### src/rtl/op_pkg.sv
// rtl/op_pkg.sv - shared fetch-path widths, bundle type and counter helper
package op_pkg;

  localparam int SUPER_SCALAR_WIDTH = 2;
  localparam int INSTRUCTION_WIDTH  = 4;
  localparam int INSTR_BITS         = INSTRUCTION_WIDTH * 8;

  typedef struct packed {
    logic [63:0]                                     pc;
    logic [SUPER_SCALAR_WIDTH-1:0]                   lane_valid;
    logic [SUPER_SCALAR_WIDTH-1:0][INSTR_BITS-1:0]   lane_instr;
  } fetch_bundle_t;

  function automatic logic [31:0] sat_inc(input logic [31:0] v);
    return (v == 32'hFFFF_FFFF) ? v : v + 32'd1;
  endfunction

endpackage

### src/rtl/fetch_lane_extract.sv
// rtl/fetch_lane_extract.sv - slices consecutive little-endian instructions out of a cache line
module fetch_lane_extract
  import op_pkg::*;
#(
  parameter int LINE_BYTES  = 64,
  parameter int LANES       = SUPER_SCALAR_WIDTH,
  parameter int INSTR_BYTES = INSTRUCTION_WIDTH
) (
  input  logic [63:0]             pc,
  input  logic [LINE_BYTES*8-1:0] line,
  output fetch_bundle_t           bundle
);

  localparam int OFFW = $clog2(LINE_BYTES);
  localparam logic [OFFW:0] LAST_OFF = (OFFW+1)'(LINE_BYTES - INSTR_BYTES);

  // One extra offset bit so lanes past the end of the line compare as out of range.
  logic [OFFW:0] off;

  always_comb begin
    bundle    = '0;
    off       = '0;
    bundle.pc = pc;
    for (int i = 0; i < LANES; i++) begin
      off = {1'b0, pc[OFFW-1:0]} + (OFFW+1)'(i * INSTR_BYTES);
      if (off <= LAST_OFF) begin
        bundle.lane_valid[i] = 1'b1;
        bundle.lane_instr[i] = line[{off, 3'b000} +: INSTR_BITS];
      end
    end
  end

endmodule

### src/rtl/fetch_unit.sv
// rtl/fetch_unit.sv - instruction fetch FSM: L0 hit / L1I miss handling, decode hold, flush drain
module fetch_unit #(
  parameter int CACHE_LINE_WIDTH   = 64,
  parameter int SUPER_SCALAR_WIDTH = op_pkg::SUPER_SCALAR_WIDTH,
  parameter int INSTRUCTION_WIDTH  = op_pkg::INSTRUCTION_WIDTH
) (
  input  logic                                 clk_in,
  input  logic                                 rst_N_in,
  input  logic                                 pc_valid_in,
  input  logic [63:0]                          pred_pc_in,
  input  logic                                 l0_valid_in,
  input  logic                                 l1i_wait_in,
  input  logic [CACHE_LINE_WIDTH*8-1:0]        l0_line_in,
  input  logic                                 l1i_valid_in,
  input  logic [CACHE_LINE_WIDTH*8-1:0]        l1i_line_in,
  input  logic                                 flush_in,
  input  logic                                 decode_ready_in,
  output logic                                 fetch_ready_out,
  output logic                                 bundle_valid_out,
  output logic [63:0]                          bundle_pc_out,
  output logic [SUPER_SCALAR_WIDTH-1:0]        lane_valid_out,
  output logic [SUPER_SCALAR_WIDTH-1:0][31:0]  lane_instr_out,
  output logic [31:0]                          perf_bundles_out,
  output logic [31:0]                          perf_stalls_out
);

  import op_pkg::*;

  typedef enum logic [1:0] {IDLE, WAIT_L1I, HOLD, DRAIN} state_t;

  state_t        state_q, state_d;
  fetch_bundle_t bundle_q, bundle_d, extracted;
  logic          bundle_valid_q, bundle_valid_d;
  logic [63:0]   pc_q, pc_d;
  logic [31:0]   perf_bundles_q, perf_stalls_q;
  logic          accept, handshake, use_l1i;
  logic [CACHE_LINE_WIDTH*8-1:0] line_mux;
  logic [63:0]   extract_pc;

  assign fetch_ready_out = (state_q == IDLE) || ((state_q == HOLD) && decode_ready_in);
  assign accept          = pc_valid_in && fetch_ready_out && !flush_in;
  assign handshake       = (state_q == HOLD) && decode_ready_in;

  // While waiting on L1I the extractor must use the PC captured at accept time.
  assign use_l1i    = (state_q == WAIT_L1I);
  assign line_mux   = use_l1i ? l1i_line_in : l0_line_in;
  assign extract_pc = use_l1i ? pc_q : pred_pc_in;

  fetch_lane_extract #(
    .LINE_BYTES  (CACHE_LINE_WIDTH),
    .LANES       (SUPER_SCALAR_WIDTH),
    .INSTR_BYTES (INSTRUCTION_WIDTH)
  ) u_lane_extract (
    .pc     (extract_pc),
    .line   (line_mux),
    .bundle (extracted)
  );

  always_comb begin
    state_d        = state_q;
    bundle_d       = bundle_q;
    bundle_valid_d = bundle_valid_q;
    pc_d           = pc_q;
    case (state_q)
      IDLE, HOLD: begin
        if (flush_in) begin
          state_d        = IDLE;
          bundle_valid_d = 1'b0;
        end else if (fetch_ready_out) begin
          state_d        = IDLE;
          bundle_valid_d = 1'b0;
          if (accept && l0_valid_in) begin
            bundle_d       = extracted;
            bundle_valid_d = 1'b1;
            state_d        = HOLD;
          end else if (accept && l1i_wait_in) begin
            pc_d    = pred_pc_in;
            state_d = WAIT_L1I;
          end
        end
      end
      WAIT_L1I: begin
        if (l1i_valid_in && flush_in) begin
          state_d = IDLE;
        end else if (l1i_valid_in) begin
          bundle_d       = extracted;
          bundle_valid_d = 1'b1;
          state_d        = HOLD;
        end else if (flush_in) begin
          state_d = DRAIN;
        end
      end
      DRAIN: begin
        if (l1i_valid_in) state_d = IDLE;
      end
      default: state_d = IDLE;
    endcase
  end

  always_ff @(posedge clk_in) begin
    if (!rst_N_in) begin
      state_q        <= IDLE;
      bundle_q       <= '0;
      bundle_valid_q <= 1'b0;
      pc_q           <= '0;
      perf_bundles_q <= '0;
      perf_stalls_q  <= '0;
    end else begin
      state_q        <= state_d;
      bundle_q       <= bundle_d;
      bundle_valid_q <= bundle_valid_d;
      pc_q           <= pc_d;
      if (handshake) perf_bundles_q <= sat_inc(perf_bundles_q);
      if ((state_q == WAIT_L1I) || (state_q == DRAIN)) perf_stalls_q <= sat_inc(perf_stalls_q);
    end
  end

  assign bundle_valid_out = bundle_valid_q;
  assign bundle_pc_out    = bundle_q.pc;
  assign lane_valid_out   = bundle_q.lane_valid;
  assign lane_instr_out   = bundle_q.lane_instr;
  assign perf_bundles_out = perf_bundles_q;
  assign perf_stalls_out  = perf_stalls_q;

endmodule
### config.mk
export PLATFORM = sky130hd
export DESIGN_NAME = fetch_unit
export DESIGN_NICKNAME = d
export VERILOG_FILES = /design/src/rtl/op_pkg.sv /design/src/rtl/fetch_lane_extract.sv /design/src/rtl/fetch_unit.sv
export SDC_FILE = /design/constraint.sdc
export NUM_CORES = 2
export LEC_CHECK = 0
export BUFFER_PORTS_ARGS = -buffer_cell sky130_fd_sc_hd__clkbuf_2
export CORE_AREA = 2 2 499 501
export CTS_CLUSTER_SIZE = 12
export DETAILED_ROUTE_END_ITERATION = 12
export DIE_AREA = 0 0 501 503
export GPL_TIMING_DRIVEN = 0
export HOLD_SLACK_MARGIN = 0.1
export SLEW_MARGIN = 30
export SYNTH_ARGS = -nofsm -noshare
export SYNTH_HDL_FRONTEND = slang
export SYNTH_HIERARCHICAL = 1
export SYNTH_SLANG_ARGS = --single-unit
### constraint.sdc
create_clock -name clk_in -period 5.25 [get_ports clk_in]
set_clock_uncertainty 0.15 [all_clocks]
set_input_delay 0.525 -clock clk_in [delete_from_list [all_inputs] [get_ports clk_in]]
set_output_delay 0.525 -clock clk_in [all_outputs]
set_load 0.02 [all_outputs]
# Yosys cells after proc, flatten, opt, wreduce, memory -nomap -nowiden
# Cells that the tools add are included.
# W data, S select, Z words.
# totals
regBits	261
elab_cells	78
output_inout_bits	196
rom_bits	0
n_memories	0
ramBits	0
input_bits	1096
latchBits	0
# op_classes
n_lt_le_gt_ge	2
shifts	2
n_eq_ne	13
n_reduce_logical	18
div	0
bitwise	4
multipliers	0
muxes	27
addsub	3
# ops
operator	count
$mux W130	5
$mux W512	1
$shiftx A512 B10 Y32	1
$shiftx A512 B11 Y32	1
$pmux W130 S2	1
$add A32 B1 Y32 const B	2
$eq A32 B32 Y1 const B	2
$mux W32	2
$mux W64	1
$mux W2	7
$ne A2 B2 Y1 const B	6
$mux W1	8
$add A6 B3 Y7 const B	1
$le A7 B6 Y1 const B	1
$le A6 B6 Y1 const B	1
$logic_and A1 B1 Y1	6
$pmux W2 S3	1
$reduce_and A6 Y1	1
$reduce_and A5 Y1	1
$eq A2 B2 Y1 const B	2
$ne A4 B3 Y1 const B	1
$not A1 Y1	4
$reduce_and A2 Y1	2
$reduce_and A4 Y1	1
other kinds (9)	10

# Longest topological paths before layout
# logic_depth
depth_word	11
depth_mapped	21
depth_no_buf	12

# Hierarchy
# Netlist, hierarchy kept.
# by_module_without_submodules
module	instances	seq_area_each_um2	area_each_um2	cells_per_inst
fetch_lane_extract	1	0.0	20701.1	1990
fetch_unit	1	5225.0	16861.2	1903

# Worst setup path before layout
# OpenSTA, ideal clock, no wires.
# synth_path
kind	flip-flop to flip-flop
start	reg state_q[0]
end	reg bundle_q (netlist bit lane_instr_out[57])
setup_ns	0.070
required_ns	5.030
n_path_buf	9
path_stages_with_launch	22
period_less_slack_ns	4.822
arrival_ns	4.601
setup_slack_ns	0.428
path_cell_list	dfxtp_1 nor2b_1 clkbuf_1 clkbuf_1 clkbuf_1 mux2_2 buf_2 inv_2 buf_2 buf_2 buf_2 buf_1 ha_1 or3b_2 o211ai_1 a21boi_0 inv_1 buf_2 nand2_1 a32oi_1 nand2_1 a21oi_1
# synth_rtl
item	line	source
start: declaration	fetch_unit.sv:31	state_t state_q, state_d;
start signal: assignment	fetch_unit.sv:109	state_q <= state_d;
end signal: assignment	fetch_unit.sv:110	bundle_q <= bundle_d;
end: declaration	fetch_unit.sv:32	fetch_bundle_t bundle_q, bundle_d, extracted;

==> flow_summary.json <==
{
  "status": "finished, violations left",
  "violations": "negative setup slack",
  "drt_iter0_drc": 6976,
  "fin_nets": 6417,
  "syn_to_final_growth_pct": 39.1,
  "switching_share_pct": 51.5,
  "rows": 183,
  "combPwrFrac_pct": 64.6,
  "tritoncts": "done",
  "fin_cells": 8650,
  "pin_count": 1292,
  "cp_top_family": "buffers and inverters",
  "synth-seq-cells": 261,
  "syn_area_mm2": 0.0376,
  "r2r_cells": 16,
  "slew_violations": 0,
  "synthFlopType": "dfxtp_1",
  "track_usage_pct": 35.7,
  "slowest_stage": "o22ai_1",
  "antenna_found_initial": 188,
  "antenna_left": 0,
  "setup_viol_count_final": 39,
  "critical_path.max_fanout": 11,
  "rsz0062_at_grt": "yes",
  "drive_gt1_share_pct": 56.1,
  "clk_latency_ns": 0.55,
  "powerDensity_mw_per_mm2": 198,
  "place_congestion": 1.09,
  "timing.reg2reg.setup_slack_ns": -0.25,
  "wl_per_cell_um": 54.4,
  "route.detailed.drc": 0,
  "fill_cells": 27500,
  "cts_buffer_depth": 3,
  "grt_pass1_vias": 46300,
  "relSlewSlack_pct": 18.8,
  "start_kind": "flop",
  "arrival_ns": 5.83,
  "cts_root_buf": "clkbuf_16",
  "post-place-cells": 8457,
  "synth_warnings": 6,
  "ys_seq_area_share_pct": 13.9,
  "cpPeakStageDelay_ns": 0.65,
  "cts_buffers": 25,
  "r2r_start": "state_q[1]",
  "drt_pre_antenna_iters": 8,
  "min_path_cells": 3,
  "holdCritPathClass": "in -> reg",
  "clk_pin_slew_ns": 0.07,
  "fin_ws_ns": -0.252,
  "hold_viol_final": 0,
  "h-tree-depth": 1,
  "cp.required_ns": 5.58,
  "fin_util_pct": 21.2,
  "dieWidth_um": 501,
  "crit_buf_inv": 8,
  "min_to": "pc_q[44]",
  "dp_hpwl_um": 395000,
  "syn_nets": 4993,
  "wl_um": 470000,
  "post-route-period-util_pct": 105,
  "path_cells": "nor2b_1, clkbuf_8, buf_12, clkbuf_16, clkbuf_2, mux2_4, buf_4, buf_6, buf_8, nand2_1, clkbuf_2, o22ai_1, nor3_2, a21oi_2, nand2_1, a21oi_1",
  "vias": 49900,
  "tightest_slew_ns": 1.18,
  "async_reset_ff_share_pct": 0,
  "core_mm2": 0.247,
  "cap_violations": 0,
  "regToRegEndpoint": "lane_instr_out[62]",
  "ir_worst_vdd_mv": 0.202,
  "initial_core_util_pct": 15.2,
  "via_per_inst": 5.77,
  "p_switching_mw": 5.32,
  "p_seq_share_pct": 19.8,
  "synthCells": 3893,
  "grt_max_degree": 13,
  "grt_pass1_wl_um": 569000,
  "setup.worst_path.end_class": "flop",
  "grt.overflow.total": 0,
  "fmax_mhz": 182,
  "pwr-share-clk_pct": 15.6,
  "avgSynthCellArea_um2": 9.65,
  "die_y_um": 503,
  "p_leak_nw": 20.1,
  "portBuffers": 1291,
  "die-area_mm2": 0.252,
  "min_from": "pred_pc_in[44]",
  "yosysUniqueCellTypes": 84,
  "clkSinkCount": 261,
  "synth_edf_count": 0,
  "internal-power_mw": 5.02,
  "period_needed_ns": 5.50,
  "path_class": "reg -> reg"
}
[kinds of logic (layout without fill, tap and decap cells)]
logic type                 Yosys count  in the layout  share of synthesized area [%]
DFF                                261            261                           13.9
muxes                             1331           1331                           54.3
xor gates and xnor gates            22             22                          0.533
other                                0             95                              0
adders and majority gates            4              4                          0.133
buffers and inverters              480           1905                           6.70
and+or+nand+nor                   1122           1122                           12.9
AOI/OAI and AO/OA                  673            673                           11.5
[how the worst max path moves through the flow]
| stage | start | endpoint | slack (ns) | cells past startpoint |
|---|---|---|---|---|
| floorplan | state_q[0] | lane_instr_out[57] | 0.43 | 21 |
| global placement | state_q[1] | lane_instr_out[35] | -6.31 | 19 |
| detailed placement | state_q[0] | lane_instr_out[43] | -3.95 | 22 |
| CTS | state_q[0] | lane_instr_out[37] | 0.003 | 18 |
| global route | state_q[0] | lane_instr_out[9] | -0.005 | 17 |
| finish | state_q[1] | lane_instr_out[62] | -0.25 | 16 |
[power groups by stage]
stage,clock network (mW),registers (mW),logic (mW)
after floorplan,0,2.11,2.48
after global placement,0,2.08,5.87
after detailed placement,0,2.09,5.90
after CTS,1.64,2.04,6.14
after global routing,1.71,2.05,6.45
final,1.62,2.04,6.68
[final cells by class]
cell class,count,area (um2),share of cell area (%)
Multi-Input combinational cell,3152,30800,59.0
Timing Repair Buffer,1399,8020,15.4
Sequential cell,261,5230,10.0
Tap cell,3237,4050,7.75
Buffer,460,3190,6.10
Clock buffer,28,637,1.22
Antenna cell,95,238,0.455
Inverter,18,77.6,0.148
[cell usage in the layout (no fill, tap or decap), types with 18 or more instances in the layout]
| cell | count |
|---|---|
| clkbuf_2 | 1376 |
| nand2_1 | 755 |
| mux2_2 | 595 |
| mux4_2 | 506 |
| a21oi_1 | 282 |
| dfxtp_1 | 261 |
| mux2i_1 | 213 |
| buf_4 | 124 |
| clkbuf_1 | 116 |
| nand3_1 | 98 |
| diode_2 | 95 |
| nor2_1 | 72 |
| buf_6 | 61 |
| dlygate4sd3_1 | 61 |
| buf_2 | 41 |
| o21ai_0 | 36 |
| a22oi_1 | 33 |
| a32oi_1 | 33 |
| o22ai_1 | 31 |
| clkbuf_16 | 27 |
| o211ai_1 | 26 |
| and3_1 | 25 |
| buf_16 | 23 |
| nand2b_1 | 21 |
| buf_12 | 20 |
| a31oi_1 | 19 |
| a211oi_1 | 18 |
[cells in the mapped netlist, types with 15 or more instances]
master	n	area share, %
buf_1	23	0.23
a32oi_1	44	1.0
a21oi_1	300	4.0
dfxtp_1	261	14
a22oi_1	36	0.72
mux2i_1	226	6.0
buf_6	22	0.66
o211ai_1	26	0.52
xnor2_1	15	0.35
o31ai_1	19	0.38
buf_4	121	2.4
nand2b_1	21	0.35
a31oi_1	21	0.35
nor3_1	16	0.21
mux2_2	599	18
and2_1	17	0.28
a211oi_1	24	0.48
o21ai_0	47	0.63
inv_1	16	0.16
nand2_1	760	7.6
mux4_2	506	30
nand3_1	108	1.4
nor2_1	82	0.82
clkbuf_1	221	2.2
o22ai_1	50	0.83
and3_1	25	0.42
buf_2	74	0.99
or3_1	16	0.27
nand4_1	17	0.28
[metal layers]
metal,part of all wire (%),global-route usage [%],vias to the layer above,wire length (um)
met5,0.24,0.933,-,1140
met4,9.7,28.1,133,45600
met3,13,18.3,1691,61200
met2,41,51.3,5234,192000
met1,36,39.4,24900,170000
li1,-,-,18000,-
[stage by stage]
step | instance area [um2] | hold slack, ns | worst slack, ns | power (mW) | setup TNS, ns
2_1_floorplan | 37600 | 0.283 | 0.428 | 4.59 | 0
3_3_place_gp | 48100 | 0.290 | -6.31 | 7.95 | -381.91
3_5_place_dp | 49100 | 0.293 | -3.95 | 7.98 | -180.04
4_1_cts | 51600 | 0.104 | 0.00290 | 9.83 | 0
5_1_grt | 52100 | 0.110 | -0.00497 | 10.2 | -0.00497
6_report | 52300 | 0.127 | -0.252 | 10.3 | -3.22
[state kept, by name, indices dropped and copies added, names as in the netlist]
name and count:
bundle_pc_out 64, bundle_valid_out 1, lane_instr_out 64, lane_valid_out 2, pc_q 64, perf_bundles_out 32, perf_stalls_out 32, state_q 2
[worst min-delay path: cells and delay by family]
| kind | cells | cell delay, ns |
|---|---|---|
| compound gates | 1 | 0.05 |
| buf+inv | 1 | 0.12 |
| simple gates | 1 | 0.07 |
[repair_timing]
action                     4_1_cts  5_1_grt
setup endpoints to repair       66       52
gates resized for setup        294       91
pin swaps                       10       12
gates cloned                     0        0
buffers inserted                 9        2
hold endpoints to repair        61        0
hold buffers                    61        0
No activity file was read; power rests on OpenSTA's default activity.
